### src/rtl/alu_pkg.sv
// Shared definitions for the sign-magnitude ALU sequencing controller:
// operation codes, controller states, operand/result widths and a helper
// that builds a sign-magnitude result without ever producing -0.
package alu_pkg;

  localparam int OPW  = 3;
  localparam int RESW = 5;

  localparam logic [1:0] OP_ADD = 2'b00;
  localparam logic [1:0] OP_SUB = 2'b01;
  localparam logic [1:0] OP_MUL = 2'b10;
  localparam logic [1:0] OP_DIV = 2'b11;

  typedef enum logic [1:0] {
    ST_IDLE = 2'b00,
    ST_EXEC = 2'b01,
    ST_DONE = 2'b10
  } state_t;

  // A zero magnitude always gets a positive sign, so -0 never leaves the ALU.
  function automatic logic [RESW-1:0] make_result(input logic neg, input logic [3:0] mag);
    return {neg & (mag != 4'd0), mag};
  endfunction

endpackage

### src/rtl/sm_add_sub_core.sv
// Combinational sign-magnitude adder/subtractor for two 3-bit operands.
// Output is 4-bit sign-magnitude: sign in [3], magnitude in [2:0].
module sm_add_sub_core
  import alu_pkg::*;
(
  input  logic [OPW-1:0] a,
  input  logic [OPW-1:0] b,
  input  logic           sub,
  output logic [3:0]     y
);

  logic       sa;
  logic       sb;
  logic [2:0] ma;
  logic [2:0] mb;
  logic [2:0] mag;
  logic       sign;

  // Subtraction flips B's sign; equal signs add magnitudes, otherwise the larger magnitude wins the sign.
  always_comb begin
    sa   = a[2];
    sb   = b[2] ^ sub;
    ma   = {1'b0, a[1:0]};
    mb   = {1'b0, b[1:0]};
    mag  = 3'd0;
    sign = 1'b0;
    if (sa == sb) begin
      mag  = ma + mb;
      sign = sa;
    end else if (ma >= mb) begin
      mag  = ma - mb;
      sign = sa;
    end else begin
      mag  = mb - ma;
      sign = sb;
    end
    y = {sign & (mag != 3'd0), mag};
  end

endmodule

### src/rtl/alu_seq_ctrl.sv
// Sequencing controller for the 3-bit sign-magnitude ALU. ADD/SUB take one
// pass through the add/sub core; MUL is repeated addition and DIV repeated
// subtraction on a local 4-bit accumulator. Results and flags are registered
// and held until the consumer takes them.
module alu_seq_ctrl
  import alu_pkg::*;
(
  input  logic            clk,
  input  logic            rst_n,
  input  logic            req_valid,
  output logic            req_ready,
  input  logic [1:0]      op,
  input  logic [OPW-1:0]  a,
  input  logic [OPW-1:0]  b,
  output logic            rsp_valid,
  input  logic            rsp_ready,
  output logic [RESW-1:0] result,
  output logic [1:0]      rem,
  output logic            sf,
  output logic            zf,
  output logic            dzf,
  output logic            busy
);

  state_t      state;
  logic [1:0]  lat_op;
  logic        sa;
  logic        sb;
  logic [1:0]  amag;
  logic [1:0]  bmag;
  logic [3:0]  acc;
  logic [1:0]  cnt;

  logic [3:0]      core_y;
  logic [3:0]      sum;
  logic            done_now;
  logic [RESW-1:0] res_n;
  logic [1:0]      rem_n;
  logic            dzf_n;
  logic [3:0]      acc_n;
  logic [1:0]      cnt_n;

  sm_add_sub_core u_core (
    .a   ({sa, amag}),
    .b   ({sb, bmag}),
    .sub (lat_op == OP_SUB),
    .y   (core_y)
  );

  assign sum = acc + {2'b00, amag};

  // One EXEC step: decide whether the operation finishes now and what the next accumulator/counter and result are.
  always_comb begin
    done_now = 1'b0;
    res_n    = '0;
    rem_n    = 2'd0;
    dzf_n    = 1'b0;
    acc_n    = acc;
    cnt_n    = cnt;
    case (lat_op)
      OP_ADD, OP_SUB: begin
        done_now = 1'b1;
        res_n    = make_result(core_y[3], {1'b0, core_y[2:0]});
      end
      OP_MUL: begin
        if (bmag == 2'd0) begin
          done_now = 1'b1;
        end else if (({1'b0, cnt} + 3'd1) == {1'b0, bmag}) begin
          done_now = 1'b1;
          res_n    = make_result(sa ^ sb, sum);
        end else begin
          acc_n = sum;
          cnt_n = cnt + 2'd1;
        end
      end
      OP_DIV: begin
        if (bmag == 2'd0) begin
          done_now = 1'b1;
          dzf_n    = 1'b1;
        end else if (acc >= {2'b00, bmag}) begin
          acc_n = acc - {2'b00, bmag};
          cnt_n = cnt + 2'd1;
        end else begin
          done_now = 1'b1;
          res_n    = make_result(sa ^ sb, {2'b00, cnt});
          rem_n    = acc[1:0];
        end
      end
      default: begin
        done_now = 1'b1;
      end
    endcase
  end

  // Controller FSM with registered handshake, busy, result and flag outputs.
  always_ff @(posedge clk or negedge rst_n) begin
    if (!rst_n) begin
      state     <= ST_IDLE;
      req_ready <= 1'b0;
      rsp_valid <= 1'b0;
      busy      <= 1'b0;
      result    <= '0;
      rem       <= 2'd0;
      sf        <= 1'b0;
      zf        <= 1'b0;
      dzf       <= 1'b0;
      lat_op    <= OP_ADD;
      sa        <= 1'b0;
      sb        <= 1'b0;
      amag      <= 2'd0;
      bmag      <= 2'd0;
      acc       <= 4'd0;
      cnt       <= 2'd0;
    end else begin
      case (state)
        ST_IDLE: begin
          req_ready <= 1'b1;
          if (req_valid && req_ready) begin
            lat_op    <= op;
            sa        <= a[2];
            amag      <= a[1:0];
            sb        <= b[2];
            bmag      <= b[1:0];
            // DIV uses the accumulator as its running remainder, so it starts at |A|.
            acc       <= (op == OP_DIV) ? {2'b00, a[1:0]} : 4'd0;
            cnt       <= 2'd0;
            req_ready <= 1'b0;
            busy      <= 1'b1;
            state     <= ST_EXEC;
          end
        end
        ST_EXEC: begin
          acc <= acc_n;
          cnt <= cnt_n;
          if (done_now) begin
            result    <= res_n;
            rem       <= rem_n;
            sf        <= res_n[4];
            zf        <= (res_n[3:0] == 4'd0);
            dzf       <= dzf_n;
            rsp_valid <= 1'b1;
            state     <= ST_DONE;
          end
        end
        ST_DONE: begin
          if (rsp_ready) begin
            rsp_valid <= 1'b0;
            busy      <= 1'b0;
            req_ready <= 1'b1;
            state     <= ST_IDLE;
          end
        end
        default: begin
          state     <= ST_IDLE;
          rsp_valid <= 1'b0;
          busy      <= 1'b0;
          req_ready <= 1'b0;
        end
      endcase
    end
  end

endmodule

### config.mk
export PLATFORM = sky130hd
export DESIGN_NAME = alu_seq_ctrl
export DESIGN_NICKNAME = d
export VERILOG_FILES = /design/src/rtl/alu_pkg.sv /design/src/rtl/sm_add_sub_core.sv /design/src/rtl/alu_seq_ctrl.sv
export SDC_FILE = /design/constraint.sdc
export NUM_CORES = 1
export LEC_CHECK = 0
export ABC_AREA = 1
export CELL_PAD_IN_SITES_DETAIL_PLACEMENT = 1
export CELL_PAD_IN_SITES_GLOBAL_PLACEMENT = 2
export CORE_ASPECT_RATIO = 0.9
export CORE_UTILIZATION = 31
export CTS_CLUSTER_SIZE = 40
export DETAILED_ROUTE_END_ITERATION = 8
export PLACE_DENSITY = 0.79
export SLEW_MARGIN = 30
export SYNTH_ARGS = -nofsm -noshare
export SYNTH_HDL_FRONTEND = slang
export SYNTH_SLANG_ARGS = --single-unit
### constraint.sdc
create_clock -name clk -period 2.25 [get_ports clk]
set_input_delay 0.3375 -clock clk [delete_from_list [all_inputs] [get_ports clk]]
set_output_delay 0.3375 -clock clk [all_outputs]
set_load 0.02 [all_outputs]
==> impl_metrics.py <==
metrics = {
    "status": {
        "status": "finished, violations left",
        "violations": "DRC",
    },
    "power": {
        "ir_worst_vdd_mv": 0.4488,
        "power.density_nw_per_um2": 1612,
        "total_power_mw": 3.770,
        "p_leak_nw": 1.190,
    },
    "detailed_routing": {
        "ant_nets": 0,
        "drtPass1Iterations": 8,
        "routed_wl_um": 5522,
        "drc": 2,
        "viasPerCell": 4.812,
        "initialDrtViolationCount": 40,
        "wire_per_inst_um": 15.25,
        "routed-via-count": 1742,
    },
    "worst_hold_path": {
        "holdCritPathClass": "in2async",
    },
    "worst_setup_path": {
        "cp_cell_sequence": "inv_1 -> ha_1 -> fa_1 -> nand2_1 -> nor2_4 -> nor2_2 -> nand2_1 -> nor2_1 -> buf_4 -> o211ai_1 -> o21ai_1",
        "reg2regPathDepth": 11,
        "cp_slowest_cell": "dfrtp_2",
        "worst-setup-path-type": "reg2reg",
        "cp.depth": 11,
        "cp.arrival_ns": 2.24,
        "path_common_cell": "nand2_1",
        "required_ns": 2.47,
        "worstSetupStartpointType": "register",
        "cp_top_family": "adder cells",
        "cp-end-kind": "register",
        "crit_fanout": 3,
        "max_stage_delay_ns": 0.43,
        "crit_buf_inv": 2,
    },
    "job": {
        "maxCapViolCount": 0,
    },
    "synth": {
        "avgSynthCellArea_um2": 7.330,
        "synthTopCellsByCount": "nand2_1, inv_1, dfrtp_1",
        "synth_xor_area_share_pct": 0,
        "synth_top_family_by_area": "simple AND/OR/NAND/NOR gates",
        "synthCells": 261,
        "synth_mux_area_share_pct": 0,
        "synthArstFlopShare_pct": 100.0,
        "synthTopCellsByArea": "dfrtp_1, nand2_1, inv_1",
        "synth_compound_area_share_pct": 11.71,
        "synth-seq-area-share_pct": 36.63,
        "synth_edf_count": 0,
        "yosysTopAreaCell": "dfrtp_1",
        "synth.distinct_cells": 28,
        "yosysMostFrequentCell": "nand2_1",
        "syn_area_um2": 1913,
        "synth_nets": 288,
        "synthSimpleGateAreaFrac_pct": 30.22,
        "ys_warn_count": 0,
        "ys.flop_type": "dfrtp_1",
        "ys_ff_latch": 28,
        "synth_top_area_share_pct": 36.63,
        "synth_fa_ha_area_share_pct": 11.77,
    },
    "floorplan": {
        "dieArea_um2": 6490,
        "fp.dieH_um": 76.53,
        "fp-row-count": 26,
        "start_util_pct": 32.85,
        "die_x_um": 84.81,
        "io_pins": 25,
        "core_area_um2": 5823,
    },
    "finish": {
        "fin_nets": 320,
        "drive_gt1_share_pct": 8.562,
        "post-route-util_pct": 40.16,
        "nFillCells": 731,
        "design_area_um2": 2338,
        "synthToLayoutAreaGrowth_pct": 22.24,
        "n_antenna_cell": 0,
    },
    "placement": {
        "place_area_um2": 2256,
        "dp_hpwl_um": 4390,
        "dp_slack_ns": 0.1889,
        "gp_congestion": 0.8132,
        "port_buffers": 24,
    },
    "sta": {
        "timing.final.ws_setup_ns": 0.2292,
        "clock_skew_ns": 0.008540,
        "finalHoldViolCount": 0,
        "setup_tns_ns": 0,
        "setup_viol": 0,
        "fmax_mhz": 494.8,
        "worstMarginPinSlew_ns": 0.3989,
        "post-route-period-util_pct": 89.81,
        "max_slew_margin_pct": 73.40,
        "slew_viol_final": 0,
        "period_needed_ns": 2.021,
        "rsz0062_at_grt": "no",
    },
    "cts": {
        "cts_tree": "built",
        "htree_levels": 1,
        "clkLatencyLatePin_ns": 0.29,
        "cts_inserted_buffers": 3,
        "cts.clk_slew.worst_paths_ns": 0.11,
        "clock-root-buffer": "clkbuf_8",
        "cts_hold_buf": 0,
        "clock_path_buffers": 2,
        "cts.sinks": 28,
    },
    "global_routing": {
        "grt_usage_pct": 19.11,
        "antenna_found_initial": 0,
        "grt_overflow": 0,
        "grt_pass1_wl_um": 9673,
        "grt_pass1_vias": 1950,
        "grt_max_degree": 29,
    },
}
cell usage in the layout (no fill, tap or decap), types with 3 or more instances in the layout:
cell type,instances
nand2_1,74
inv_1,38
nor2_1,27
dfrtp_1,25
clkdlybuf4s50_1,24
nand3_1,20
o21ai_0,15
ha_1,10
a21oi_1,9
o21ai_1,7
buf_4,6
fa_1,5
nor3_1,3
inv_2,3
o211ai_1,3
dfrtp_2,3
clkbuf_8,3
final cells by class:
cell class	count	area [um2]	area share [%]
clock buffers	3	41.29	1.766
well taps	70	87.58	3.745
inverters	42	162.7	6.956
clock inverters	1	30.03	1.284
multi-input cells	188	1027	43.93
repair buffers	30	285.3	12.20
flip-flops and latches	28	704.4	30.12
routing by layer:
metal  vias up  track usage (%)  wire length, um
li1        882                -                -
met1       828            25.86             2744
met2        30            32.76             2569
met3         2            3.467              185
met4         0            2.034               21
met5         -                0                0
kinds of logic after synthesis:
family	count (synthesis)
buffers and inverters	45
AND/OR/NAND/NOR	134
flip-flops	28
AO/OA/AOI/OAI	39
adder cells (fa/ha/maj)	15
metrics by stage:
| stage | cells | hold WS, ns |
|---|---|---|
| finish | 362 | 0.4394 |
| detailed placement | 357 | 0.4685 |
| global route | 362 | 0.4466 |
| floorplan | 261 | 0.04191 |
| CTS | 361 | 0.4430 |
| global placement | 357 | 0.4547 |
sequential cells by signal, indices dropped and copies added, names as in the netlist, 2 cells and up:
| name | flops |
|---|---|
| acc | 4 |
| bmag | 2 |
| result | 5 |
| cnt | 2 |
| rem | 2 |
| lat_op | 2 |
| amag | 2 |
| state | 2 |
where the power goes:
part / leakage (nW) / internal [mW] / total, mW / switching, mW
clock network: 0.0357 / 0.239 / 0.422 / 0.184
logic: 0.809 / 0.890 / 2.41 / 1.52
registers: 0.345 / 0.724 / 0.942 / 0.218
total: 1.19 / 1.85 / 3.77 / 1.92
worst paths after layout:
kind / start / endpoint / slack [ns]
min in group clk: dzf / dzf / 0.49
setup reg to reg: acc[0] / acc[2] / 0.23
max in group asynchronous: rst_n / acc[0] / 1.51
setup / recovery: acc[0] / acc[2] / 0.23
hold / removal: rst_n / lat_op[0] / 0.44
hold reg to reg: dzf / dzf / 0.49
repair_timing:
| item | CTS | global route |
|---|---|---|
| setup buffers | 0 | 1 |
| resized for setup | 0 | 3 |
| endpoints found under the setup margin | 0 | 6 |
Note: power is estimated with default switching activity, not from simulation.
